`src/rtl/rom_burst_reader_pkg.sv`:
```
// Shared types and table-generation helper for the ROM burst reader.
package rom_burst_pkg;

  typedef enum logic [1:0] {
    IDLE,
    FETCH,
    HOLD
  } state_e;

  // Rotate the low `width` bits of addr left by one. The caller resizes the result to the word width.
  function automatic logic [63:0] rotl1(input logic [63:0] addr, input int unsigned width);
    logic [63:0] mask;
    mask = (width >= 64) ? '1 : ((64'd1 << width) - 64'd1);
    return (((addr & mask) << 1) | ((addr & mask) >> (width - 1))) & mask;
  endfunction

endpackage

```
`src/rtl/rom_burst_reader_if.sv`:
```
// Host/consumer bundle of the ROM burst reader; rd_parity exists only when ROM_PARITY_EN is defined.
interface rom_burst_reader_if #(
  parameter int DATA_W = 4,
  parameter int ADDR_W = 4,
  parameter int LEN_W  = 4
);
  logic              ce_n;
  logic              oe_n;
  logic              start;
  logic [ADDR_W-1:0] start_addr;
  logic [LEN_W-1:0]  burst_len;
  logic              busy;
  logic              rd_valid;
  logic              rd_ready;
  logic [DATA_W-1:0] rd_data;
  logic [ADDR_W-1:0] rd_addr;
  logic              done;
  logic              abort;
`ifdef ROM_PARITY_EN
  logic              rd_parity;
`endif

  modport master (
    output ce_n, oe_n, start, start_addr, burst_len, rd_ready,
    input  busy, rd_valid, rd_data, rd_addr, done, abort
`ifdef ROM_PARITY_EN
    , input rd_parity
`endif
  );

  modport slave (
    input  ce_n, oe_n, start, start_addr, burst_len, rd_ready,
    output busy, rd_valid, rd_data, rd_addr, done, abort
`ifdef ROM_PARITY_EN
    , output rd_parity
`endif
  );

endinterface

```
`src/rtl/rom_burst_reader_mem.sv`:
```
// Fixed lookup table (word[i] = rotl1(i)) with a single registered read port.
module rom_burst_mem
  import rom_burst_pkg::*;
#(
  parameter int DATA_W = 4,
  parameter int ADDR_W = 4
) (
  input  logic              clk,
  input  logic [ADDR_W-1:0] addr,
  output logic [DATA_W-1:0] data
);

  localparam int DEPTH = 2 ** ADDR_W;

  logic [DATA_W-1:0] rom [DEPTH];

  for (genvar g = 0; g < DEPTH; g++) begin : g_rom
    assign rom[g] = DATA_W'(rotl1(64'(g), ADDR_W));
  end

  // NOTE: the read register is deliberately not reset; the reader gates it to zero outside HOLD.
  always_ff @(posedge clk) begin
    data <= rom[addr];
  end

endmodule

```
`src/rtl/rom_burst_reader.sv`:
```
// Handshaked burst reader over the lookup table, with active-low chip/output enables.
// Optional build macro: ROM_PARITY_EN adds rd_parity (XOR of rd_data).
module rom_burst_reader
  import rom_burst_pkg::*;
#(
  parameter int DATA_W = 4,
  parameter int ADDR_W = 4,
  parameter int LEN_W  = 4
) (
  input logic               clk,
  input logic               rst,
  rom_burst_reader_if.slave bus
);

  state_e            state_q, state_d;
  logic [ADDR_W-1:0] addr_q, addr_d;
  logic [ADDR_W-1:0] rd_addr_q, rd_addr_d;
  logic [LEN_W-1:0]  rem_q, rem_d;
  logic              done_q, done_d;
  logic              abort_q, abort_d;
  logic [DATA_W-1:0] mem_data;
  logic              beat_out;
  logic              xfer;

  rom_burst_mem #(
    .DATA_W(DATA_W),
    .ADDR_W(ADDR_W)
  ) u_mem (
    .clk (clk),
    .addr(addr_q),
    .data(mem_data)
  );

  // A deasserted chip enable wins over a same-cycle handshake, so the beat is never offered.
  assign beat_out = (state_q == HOLD) && !bus.oe_n && !bus.ce_n;
  assign xfer     = beat_out && bus.rd_ready;

  // NOTE: every variable gets a default before the case so no path leaves it unassigned (no latch).
  always_comb begin
    state_d   = state_q;
    addr_d    = addr_q;
    rem_d     = rem_q;
    rd_addr_d = rd_addr_q;
    done_d    = 1'b0;
    abort_d   = 1'b0;
    unique case (state_q)
      IDLE: begin
        if (bus.start && !bus.ce_n) begin
          addr_d  = bus.start_addr;
          rem_d   = bus.burst_len;
          state_d = FETCH;
        end
      end
      FETCH: begin
        if (bus.ce_n) begin
          abort_d = 1'b1;
          state_d = IDLE;
        end else begin
          rd_addr_d = addr_q;
          state_d   = HOLD;
        end
      end
      HOLD: begin
        if (bus.ce_n) begin
          abort_d = 1'b1;
          state_d = IDLE;
        end else if (xfer) begin
          if (rem_q == '0) begin
            done_d  = 1'b1;
            state_d = IDLE;
          end else begin
            addr_d  = addr_q + 1'b1;
            rem_d   = rem_q - 1'b1;
            state_d = FETCH;
          end
        end
      end
      default: state_d = IDLE;
    endcase
  end

  // NOTE: state registers use non-blocking assignments so all flops update from pre-edge values.
  always_ff @(posedge clk) begin
    if (rst) begin
      state_q   <= IDLE;
      addr_q    <= '0;
      rd_addr_q <= '0;
      rem_q     <= '0;
      done_q    <= 1'b0;
      abort_q   <= 1'b0;
    end else begin
      state_q   <= state_d;
      addr_q    <= addr_d;
      rd_addr_q <= rd_addr_d;
      rem_q     <= rem_d;
      done_q    <= done_d;
      abort_q   <= abort_d;
    end
  end

  assign bus.busy     = (state_q != IDLE);
  assign bus.rd_valid = beat_out;
  assign bus.rd_data  = beat_out ? mem_data : '0;
  assign bus.rd_addr  = rd_addr_q;
  assign bus.done     = done_q;
  assign bus.abort    = abort_q;
`ifdef ROM_PARITY_EN
  assign bus.rd_parity = beat_out ? (^mem_data) : 1'b0;
`endif

endmodule

```
`src/flat_wrapper.sv`:
```
// flat-port wrapper written by rule: the top's interface ports become plain ports
module rom_burst_reader_flat import rom_burst_pkg::*;
#(
  parameter int DATA_W = 4,
  parameter int ADDR_W = 4,
  parameter int LEN_W  = 4
)
  (clk, rst, bus_ce_n, bus_oe_n, bus_start, bus_start_addr, bus_burst_len, bus_rd_ready, bus_busy, bus_rd_valid, bus_rd_data, bus_rd_addr, bus_done, bus_abort);
  rom_burst_reader_if #(.DATA_W(DATA_W), .ADDR_W(ADDR_W), .LEN_W(LEN_W)) bus_i ();
  input logic clk;
  input logic rst;
  input wire logic [$bits(bus_i.ce_n)-1:0] bus_ce_n;
  input wire logic [$bits(bus_i.oe_n)-1:0] bus_oe_n;
  input wire logic [$bits(bus_i.start)-1:0] bus_start;
  input wire logic [$bits(bus_i.start_addr)-1:0] bus_start_addr;
  input wire logic [$bits(bus_i.burst_len)-1:0] bus_burst_len;
  input wire logic [$bits(bus_i.rd_ready)-1:0] bus_rd_ready;
  output wire logic [$bits(bus_i.busy)-1:0] bus_busy;
  output wire logic [$bits(bus_i.rd_valid)-1:0] bus_rd_valid;
  output wire logic [$bits(bus_i.rd_data)-1:0] bus_rd_data;
  output wire logic [$bits(bus_i.rd_addr)-1:0] bus_rd_addr;
  output wire logic [$bits(bus_i.done)-1:0] bus_done;
  output wire logic [$bits(bus_i.abort)-1:0] bus_abort;
  assign bus_i.ce_n = bus_ce_n;
  assign bus_i.oe_n = bus_oe_n;
  assign bus_i.start = bus_start;
  assign bus_i.start_addr = bus_start_addr;
  assign bus_i.burst_len = bus_burst_len;
  assign bus_i.rd_ready = bus_rd_ready;
  assign bus_busy = bus_i.busy;
  assign bus_rd_valid = bus_i.rd_valid;
  assign bus_rd_data = bus_i.rd_data;
  assign bus_rd_addr = bus_i.rd_addr;
  assign bus_done = bus_i.done;
  assign bus_abort = bus_i.abort;
  rom_burst_reader #(.DATA_W(DATA_W), .ADDR_W(ADDR_W), .LEN_W(LEN_W)) u_core (.clk(clk), .rst(rst), .bus(bus_i));
endmodule
```
`config.mk`:
```
export PLATFORM = sky130hd
export DESIGN_NAME = rom_burst_reader_flat
export DESIGN_NICKNAME = d
export VERILOG_FILES = /design/src/rtl/rom_burst_reader_pkg.sv /design/src/rtl/rom_burst_reader_if.sv /design/src/rtl/rom_burst_reader_mem.sv /design/src/rtl/rom_burst_reader.sv /design/src/flat_wrapper.sv
export SDC_FILE = /design/constraint.sdc
export NUM_CORES = 1
export LEC_CHECK = 0
export CELL_PAD_IN_SITES_DETAIL_PLACEMENT = 0
export CELL_PAD_IN_SITES_GLOBAL_PLACEMENT = 2
export CORE_ASPECT_RATIO = 0.7
export CORE_MARGIN = 2
export CORE_UTILIZATION = 31
export DETAILED_ROUTE_END_ITERATION = 8
export HOLD_SLACK_MARGIN = 0.02
export PLACE_DENSITY_LB_ADDON = 0.3
export REMOVE_ABC_BUFFERS = 1
export SYNTH_ARGS = -nofsm -noshare
export SYNTH_HDL_FRONTEND = slang
export SYNTH_SLANG_ARGS = --single-unit
```
`constraint.sdc`:
```
create_clock -name clk -period 5.2 [get_ports clk]
set_input_delay 1.56 -clock clk [delete_from_list [all_inputs] [get_ports clk]]
set_output_delay 1.56 -clock clk [all_outputs]
set_load 0.05 [all_outputs]
```
* After elaboration in Yosys (flattened, before gate mapping) *
Memories as Yosys holds them, arrays and structs flattened. A register that Yosys moved wholly into a read port is not among the register bits.
Cells that the tools add are included.

cells by class
  add/subtract/negate cells = 2
  equality and inequality tests = 7
  mux-type cells = 19
  bitwise gates (word level) = 5
  reduce and logical (&&, ||, !) cells = 16

operators with widths
  cell                                                                      number
  4-bit two-way mux                                                         9
  4-bit one-hot mux with 2 select lines                                     2
  2-bit two-way mux                                                         4
  2-bit one-hot mux with 3 select lines                                     1
  4-bit NOT with 5-bit output                                               1
  5-bit AND reduction                                                       1
  4-bit by 1-bit adder with 4-bit output (second input constant)            1
  1-bit logical AND                                                         4
  4-bit zero test                                                           1
  2-bit by 1-bit inequality test with 1-bit output (second input constant)  2
  2-bit inequality test (second input constant)                             2
  1-bit NOT                                                                 4
  2-bit AND reduction                                                       2
  2-bit nonzero test                                                        2
  2-bit OR reduction                                                        2
  4-bit OR reduction                                                        1
  4-bit by 1-bit subtractor with 4-bit output (second input constant)       1
  1-bit two-way mux                                                         3
  3-bit by 2-bit inequality test with 1-bit output (second input constant)  1
  2-bit by 1-bit == test with 1-bit output (second input constant)          1
  2-bit == test (second input constant)                                     1
  1-bit zero test                                                           2
  2-bit zero test                                                           1

storage, ports and cells
  register bits after elaboration = 16
  memory bits (read-only) = 64
  input port bits = 14
  logic and storage cells = 56
  memories kept = 1

memories
  memory           depth  bits a word  read ports  clocked after Yosys merged registers in  wr ports  line                        RTL
  (no name shown)  16     4            1           1                                        0         rom_burst_reader_mem.sv:23  data <= rom[addr];

* Logic depth before layout (Yosys ltp) *
Gate-level depths: netlist of run 1.

  depth after elaboration = 7
  depth in mapped cells = 8
  mapped depth without buffers = 6

* Modules after synthesis *
From an unflattened synthesis of run 1, not the netlist that was laid out.

unflattened totals
  cell total of the unflattened synthesis = 116
  area, all modules = 1037.2 um2

modules (own cells, without submodules)
  module            instances  cells each  area an instance (um2)  seq. area each (um2)
  rom_burst_reader  1          112         957.2                   320.3
  rom_burst_mem     1          4           80.1                    80.1

* Least setup slack after synthesis of run 1 *
No wires, ideal clock.

  path kind = input to output
  start = input bus_ce_n
  end = output bus_rd_data[0]
  data arrival time = 2.970 ns
  required time = 3.640 ns
  path slack = 0.670 ns
  stages on the path = 3
  buffers on the path = 0
  cells stage by stage = nand2b_1 -> nor2_1 -> and2_1

on the way
  cells in the longest elaborated chain, start to end = 3

RTL lines
  element            line                     RTL
  from (decl)        flat_wrapper.sv:12       input wire logic [$bits(bus_i.ce_n)-1:0] bus_ce_n;
  1-bit zero test    rom_burst_reader.sv:35   assign beat_out = (state_q == HOLD) && !bus.oe_n && !bus.ce_n;
  1-bit logical AND  rom_burst_reader.sv:35
  net bus_rd_valid   flat_wrapper.sv:19       output wire logic [$bits(bus_i.rd_valid)-1:0] bus_rd_valid;
  4-bit two-way mux  rom_burst_reader.sv:103  assign bus.rd_data = beat_out ? mem_data : '0;
  to (decl)          flat_wrapper.sv:20       output wire logic [$bits(bus_i.rd_data)-1:0] bus_rd_data;

The timed path passes the listed nets, and every way through them passes these cells.

* Worst setup path after layout of run 1 *
  start = input bus_ce_n
  end = output bus_rd_valid

on the way
  cells in the longest elaborated chain, start to end = 2

RTL lines
  element            line
  1-bit zero test    rom_burst_reader.sv:35
  1-bit logical AND  rom_burst_reader.sv:35
  to (decl)          flat_wrapper.sv:19

Every way passes these cells.

==> metrics.txt, run 1 <==
status=finished, final reports clean; Setup TNS=0 ps; clk sinks=20; HPWL after DPL=1620 um; # diodes=0; final WL=2250 um; Final #Nets=157; r2r setup slk=3070 ps; vias post-DR=876; Setup crit start kind=primary input; Mapped Cells=113; GPL Wtd Cong=0.721; min Tclk post-route=4860 ps; Initial Util=32.8%; Num CTS Buffers=3; Worst Path Max Fanout=5; Max Fclk=0.206 GHz; Distinct cells, synth=33; Worst Setup End Kind=output port; WL per Instance=12.9 um; yosys warns=0; min-delay src=u_core.addr_q[3]; Post-CTS Setup Repair Bufs=0; largest area contributor in the netlist=dfxtp_1; fin crit share=93.4%; Die W=73.5 um; Min-Delay Path Class=reg -> reg; Post-CTS Resized=0; Non-Filler Instances=174; drt first-iter violations=23; Async S/R FF share, synth=0%; register area share after synthesis=38.2%; RR Endpoint=u_core.rem_q[0]; final setup vio count=0; CTS tree=yes; Peak VDD IR=0.129 mV; Die Y-Extent=52.6 um; synthesis-stage register bit count=20; final hold vios=0; maximum root-to-sink buffer count=2; reg-to-reg startpoint=u_core.state_q[0]; initial antenna violation count=0; Antenna Violating Nets Remaining=0; unrepaired setup endpoints after global routing=no; WL met2=1070 um; Hold Crit Endpoint=u_core.u_mem.data[0]; Placed Instance Area=1280 um^2; Clk Tree Root Cell=clkbuf_8; max-slew violations=0; Worst Max-Slew Pin Slew=944 ps; Worst slew margin=36.9%; largest net degree at the start of global routing=17; Max Cap Viol=0; Skew-Pair Late Insertion Delay=260 ps; gr ovfl total=0; H-Tree Depth=1; DRC=0; via/cell ratio=5.03; Metal-1 WL=1070 um; number of port buffers=25; predominant post-synthesis flop cell=dfxtp_1; Final Instance Area=1350 um^2; vias in the first global route=811; placed insts=170; R2R depth=6; cts hold-fix bufs=0; DR top layer=met4; layout cell share with drive strength beyond 1=14.0%; # rows=17; die area=3870 um^2; met3 routed WL=99 um; clk_skew=4.55 ps; Top Ports=26; CP required=3640 ps; First-pass DRT Iterations=4; Avg Synthesized Cell Area=9.27 um^2; WP data arrival=3300 ps; synth top area cells=dfxtp_1, ha_1, mux2i_1; Worst-path clk slew=80 ps; GRT Util Overall=12.9%; first-pass GRT wire length=3820 um; Mapped Area=1050 um^2; P per Cell Area=334 nW/um^2; post-synth top area share=38.2%; Post-Route Utilization=42.4%; EDFF count, synth=0; CP Class=in -> out; final hold slack=396 ps; area growth from synthesis to layout=29.2%; core box area=3190 um^2; worst hold path depth=0; Leak=0.555 nW
[how the worst max path moves through the flow]
stage,startpoint,endpoint,slack (ps),depth (start not counted)
6_report,bus_ce_n,bus_rd_valid,340,4
5_1_grt,bus_ce_n,bus_rd_valid,230,4
2_1_floorplan,bus_ce_n,bus_rd_data[0],660,3
3_3_place_gp,bus_ce_n,bus_rd_valid,350,4
3_5_place_dp,bus_ce_n,bus_rd_valid,320,4
4_1_cts,bus_ce_n,bus_rd_valid,320,4
[final cells by class]
type                    instances  area (um^2)
fillers                       317         1840
multi-input cells              80          567
flip-flops and latches         20          400
repair buffers                 25          240
well taps                      38         47.5
clock buffers                   3         41.3
clock inverters                 1         30.0
inverters                       7         26.3
[routing by layer]
layer,global-route usage (%),vias up
li1,-,446
met1,16.1,412
met2,21.9,16
met3,4.42,2
met4,1.82,0
met5,0,-
[through the flow]
step                      total power [mW]  setup slack [ps]
after floorplan                      0.263               663
after global placement               0.299               351
after detailed placement             0.302               324
after CTS                            0.457               317
after global routing                 0.480               225
final                                0.452               341
[power by group]
group | switching (mW) | total (mW) | internal (mW)
sequential | 0.0126 | 0.183 | 0.170
clock | 0.0520 | 0.155 | 0.103
combinational | 0.0648 | 0.114 | 0.0492
[kinds of logic (layout without fill, tap and decap cells)]
group | after synthesis | after routing | share of synthesized area [%]
AND/OR/NAND/NOR | 43 | 43 | 23.5
multiplexers | 5 | 5 | 4.78
buffers and inverters | 13 | 36 | 7.65
flip-flops | 20 | 20 | 38.2
adder cells (fa/ha/maj) | 6 | 6 | 7.17
AO/OA/AOI/OAI | 26 | 26 | 18.6
[flip-flops by register name (all words and copies together), names as in the netlist]
| signal | count |
|---|---|
| u_core.bus.done | 1 |
| u_core.u_mem.data | 4 |
| u_core.bus.abort | 1 |
| u_core.bus.rd_addr | 4 |
| u_core.rem_q | 4 |
| u_core.addr_q | 4 |
| u_core.state_q | 2 |
[cell usage after synthesis (2+ instances only)]
cell type   n
mux2i_1     5
inv_1       7
dfxtp_1    20
or3_2       3
or3_1       2
o41ai_1     2
nor3_1      3
nand2b_1    2
and2b_2     2
a21oi_2     2
nor2_1     12
or4_1       2
clkbuf_8    2
o311ai_0    2
o21ai_0     3
a21oi_1     9
ha_1        6
nand2_1     4
o31ai_1     4
clkbuf_1    2
nor2b_1     3
and2_1      5
[cell usage in the layout, fill, tap and decap left out, drive strengths merged, types with 5 or more instances in the layout]
cell type,instances
inv,7
and2,5
clkdlybuf4s50,21
mux2i,5
dfxtp,20
or3,5
a21oi,11
nor2,12
ha,6
[critical path, cell delays in order]
cell and delay, ps:
clkdlybuf4s50_1 470, nand2b_1 190, nor2_1 220, clkdlybuf4s50_1 850
(Power assumes the default switching activity.)
==> run 2, diff against run 1 <==
--- a/config.mk
+++ b/config.mk
@@ -10,9 +10,11 @@
 export CORE_ASPECT_RATIO = 0.7
 export CORE_MARGIN = 2
 export CORE_UTILIZATION = 31
+export CTS_CLUSTER_DIAMETER = 50
 export DETAILED_ROUTE_END_ITERATION = 8
 export HOLD_SLACK_MARGIN = 0.02
 export PLACE_DENSITY_LB_ADDON = 0.3
+export RECOVER_POWER = 100
 export REMOVE_ABC_BUFFERS = 1
 export SYNTH_ARGS = -nofsm -noshare
 export SYNTH_HDL_FRONTEND = slang
==> metrics.txt, run 2 (same netlist as run 1, synthesis figures left out) <==
worst hold path depth=0; P per Cell Area=337 nW/um^2; Num CTS Buffers=3; Worst-path clk slew=80 ps; max-slew violations=0; via/cell ratio=4.95; critical path endpoint=bus_rd_valid; Peak VDD IR=0.129 mV; Worst Max-Slew Pin Slew=963 ps; Worst slew margin=35.6%; final setup vio count=0; clk sinks=20; Die W=73.5 um; cts hold-fix bufs=0; core box area=3190 um^2; CP Class=in -> out; reg-to-reg startpoint=u_core.state_q[0]; unrepaired setup endpoints after global routing=no; # diodes=0; vias post-DR=861; # rows=17; Top Ports=26; Worst Path Max Fanout=5; Setup crit start kind=primary input; first-pass GRT wire length=3820 um; Max Cap Viol=0; Final Instance Area=1330 um^2; Post-CTS Resized=0; total power draw=0.449 mW; HPWL after DPL=1620 um; Leak=0.562 nW; CTS tree=yes; gr ovfl total=0; Max Fclk=0.201 GHz; Die Y-Extent=52.6 um; r2r setup slk=3080 ps; RR Endpoint=u_core.rem_q[0]; First-pass DRT Iterations=4; clk_skew=4.57 ps; worst-path cell chain=dlygate4sd3_1, nand2b_1, nor2_1, clkdlybuf4s50_1; status=finished, final reports clean; DRC=0; fin crit share=95.8%; Worst Setup End Kind=output port; most common cell after layout, fill and taps aside=dfxtp_1; number of port buffers=25; final WL=2260 um; Skew-Pair Late Insertion Delay=260 ps; final hold vios=0; layout cell share with drive strength beyond 1=10.3%; commonest cells after routing, fill and taps aside=dfxtp_1, nor2_1, clkdlybuf4s50_1; initial antenna violation count=0; largest net degree at the start of global routing=17; Post-CTS Setup Repair Bufs=0; R2R depth=6; Initial Util=32.8%; CP required=3640 ps; H-Tree Depth=1; GPL Wtd Cong=0.721; min Tclk post-route=4980 ps; Worst path slowest cell=clkdlybuf4s50_1; maximum root-to-sink buffer count=2; WL per Instance=13.0 um; Placed Instance Area=1280 um^2; Critical path origin=bus_ce_n; die area=3870 um^2; vias in the first global route=811; WP data arrival=3420 ps; area growth from synthesis to layout=27.4%; Antenna Violating Nets Remaining=0; max incr delay on CP=850 ps; Final #Nets=157; Setup TNS=0 ps; Clk Tree Root Cell=clkbuf_8; Min-Delay Path Class=reg -> reg; drt first-iter violations=20; GRT Util Overall=12.9%
run 2: changes by cell type in the layout (fill, tap and decap cells not counted):
cell             before  now
a21oi_1               9   10
a21oi_2               2    1
buf_4                 4    0
clkbuf_1              0    4
clkdlybuf4s50_1      21   12
dlygate4sd3_1         0    9
run 2: worst min-delay path by stage:
stage	startpoint	endpoint	slack, ps
floorplan	u_core.addr_q[3]	u_core.u_mem.data[0]	360
global placement	u_core.addr_q[3]	u_core.u_mem.data[0]	370
detailed placement	u_core.addr_q[3]	u_core.u_mem.data[0]	380
CTS	u_core.addr_q[3]	u_core.u_mem.data[0]	400
global route	u_core.addr_q[3]	u_core.u_mem.data[0]	420
finish	u_core.addr_q[3]	u_core.u_mem.data[0]	400
run 2: layout make-up:
type,count,area [um^2]
Clock buffer,3,41.3
Clock inverter,1,30.0
Fill cell,318,1860
Inverter,7,26.3
Multi-Input combinational cell,80,563
Sequential cell,20,400
Tap cell,38,47.5
Timing Repair Buffer,25,225
run 2: critical path, delay by kind of cell:
family	cells	cell delay [ps]
simple gates	2	420
buf+inv	2	1440
run 2: layer usage:
layer | vias up | global-route usage, % | routed length [um]
li1 | 446 | - | -
met1 | 399 | 16.1 | 1110
met2 | 14 | 21.9 | 1040
met3 | 2 | 4.42 | 101
met4 | 0 | 1.82 | 10
met5 | - | 0 | 0
run 2: metrics by stage:
step	std cells	worst slack [ps]	hold WS [ps]	util (%)
after floorplan	107	663	361	-
after global routing	174	116	415	41.8
final	174	216	396	41.8
after CTS	174	317	398	42.4
after global placement	170	351	374	40.2
after detailed placement	170	324	383	40.2
run 2: power by group:
| part | total, mW | internal, mW | switching [mW] |
|---|---|---|---|
| clock network | 0.155 | 0.103 | 0.0521 |
| logic | 0.112 | 0.0474 | 0.0644 |
| registers | 0.183 | 0.170 | 0.0124 |
| total | 0.449 | 0.320 | 0.129 |
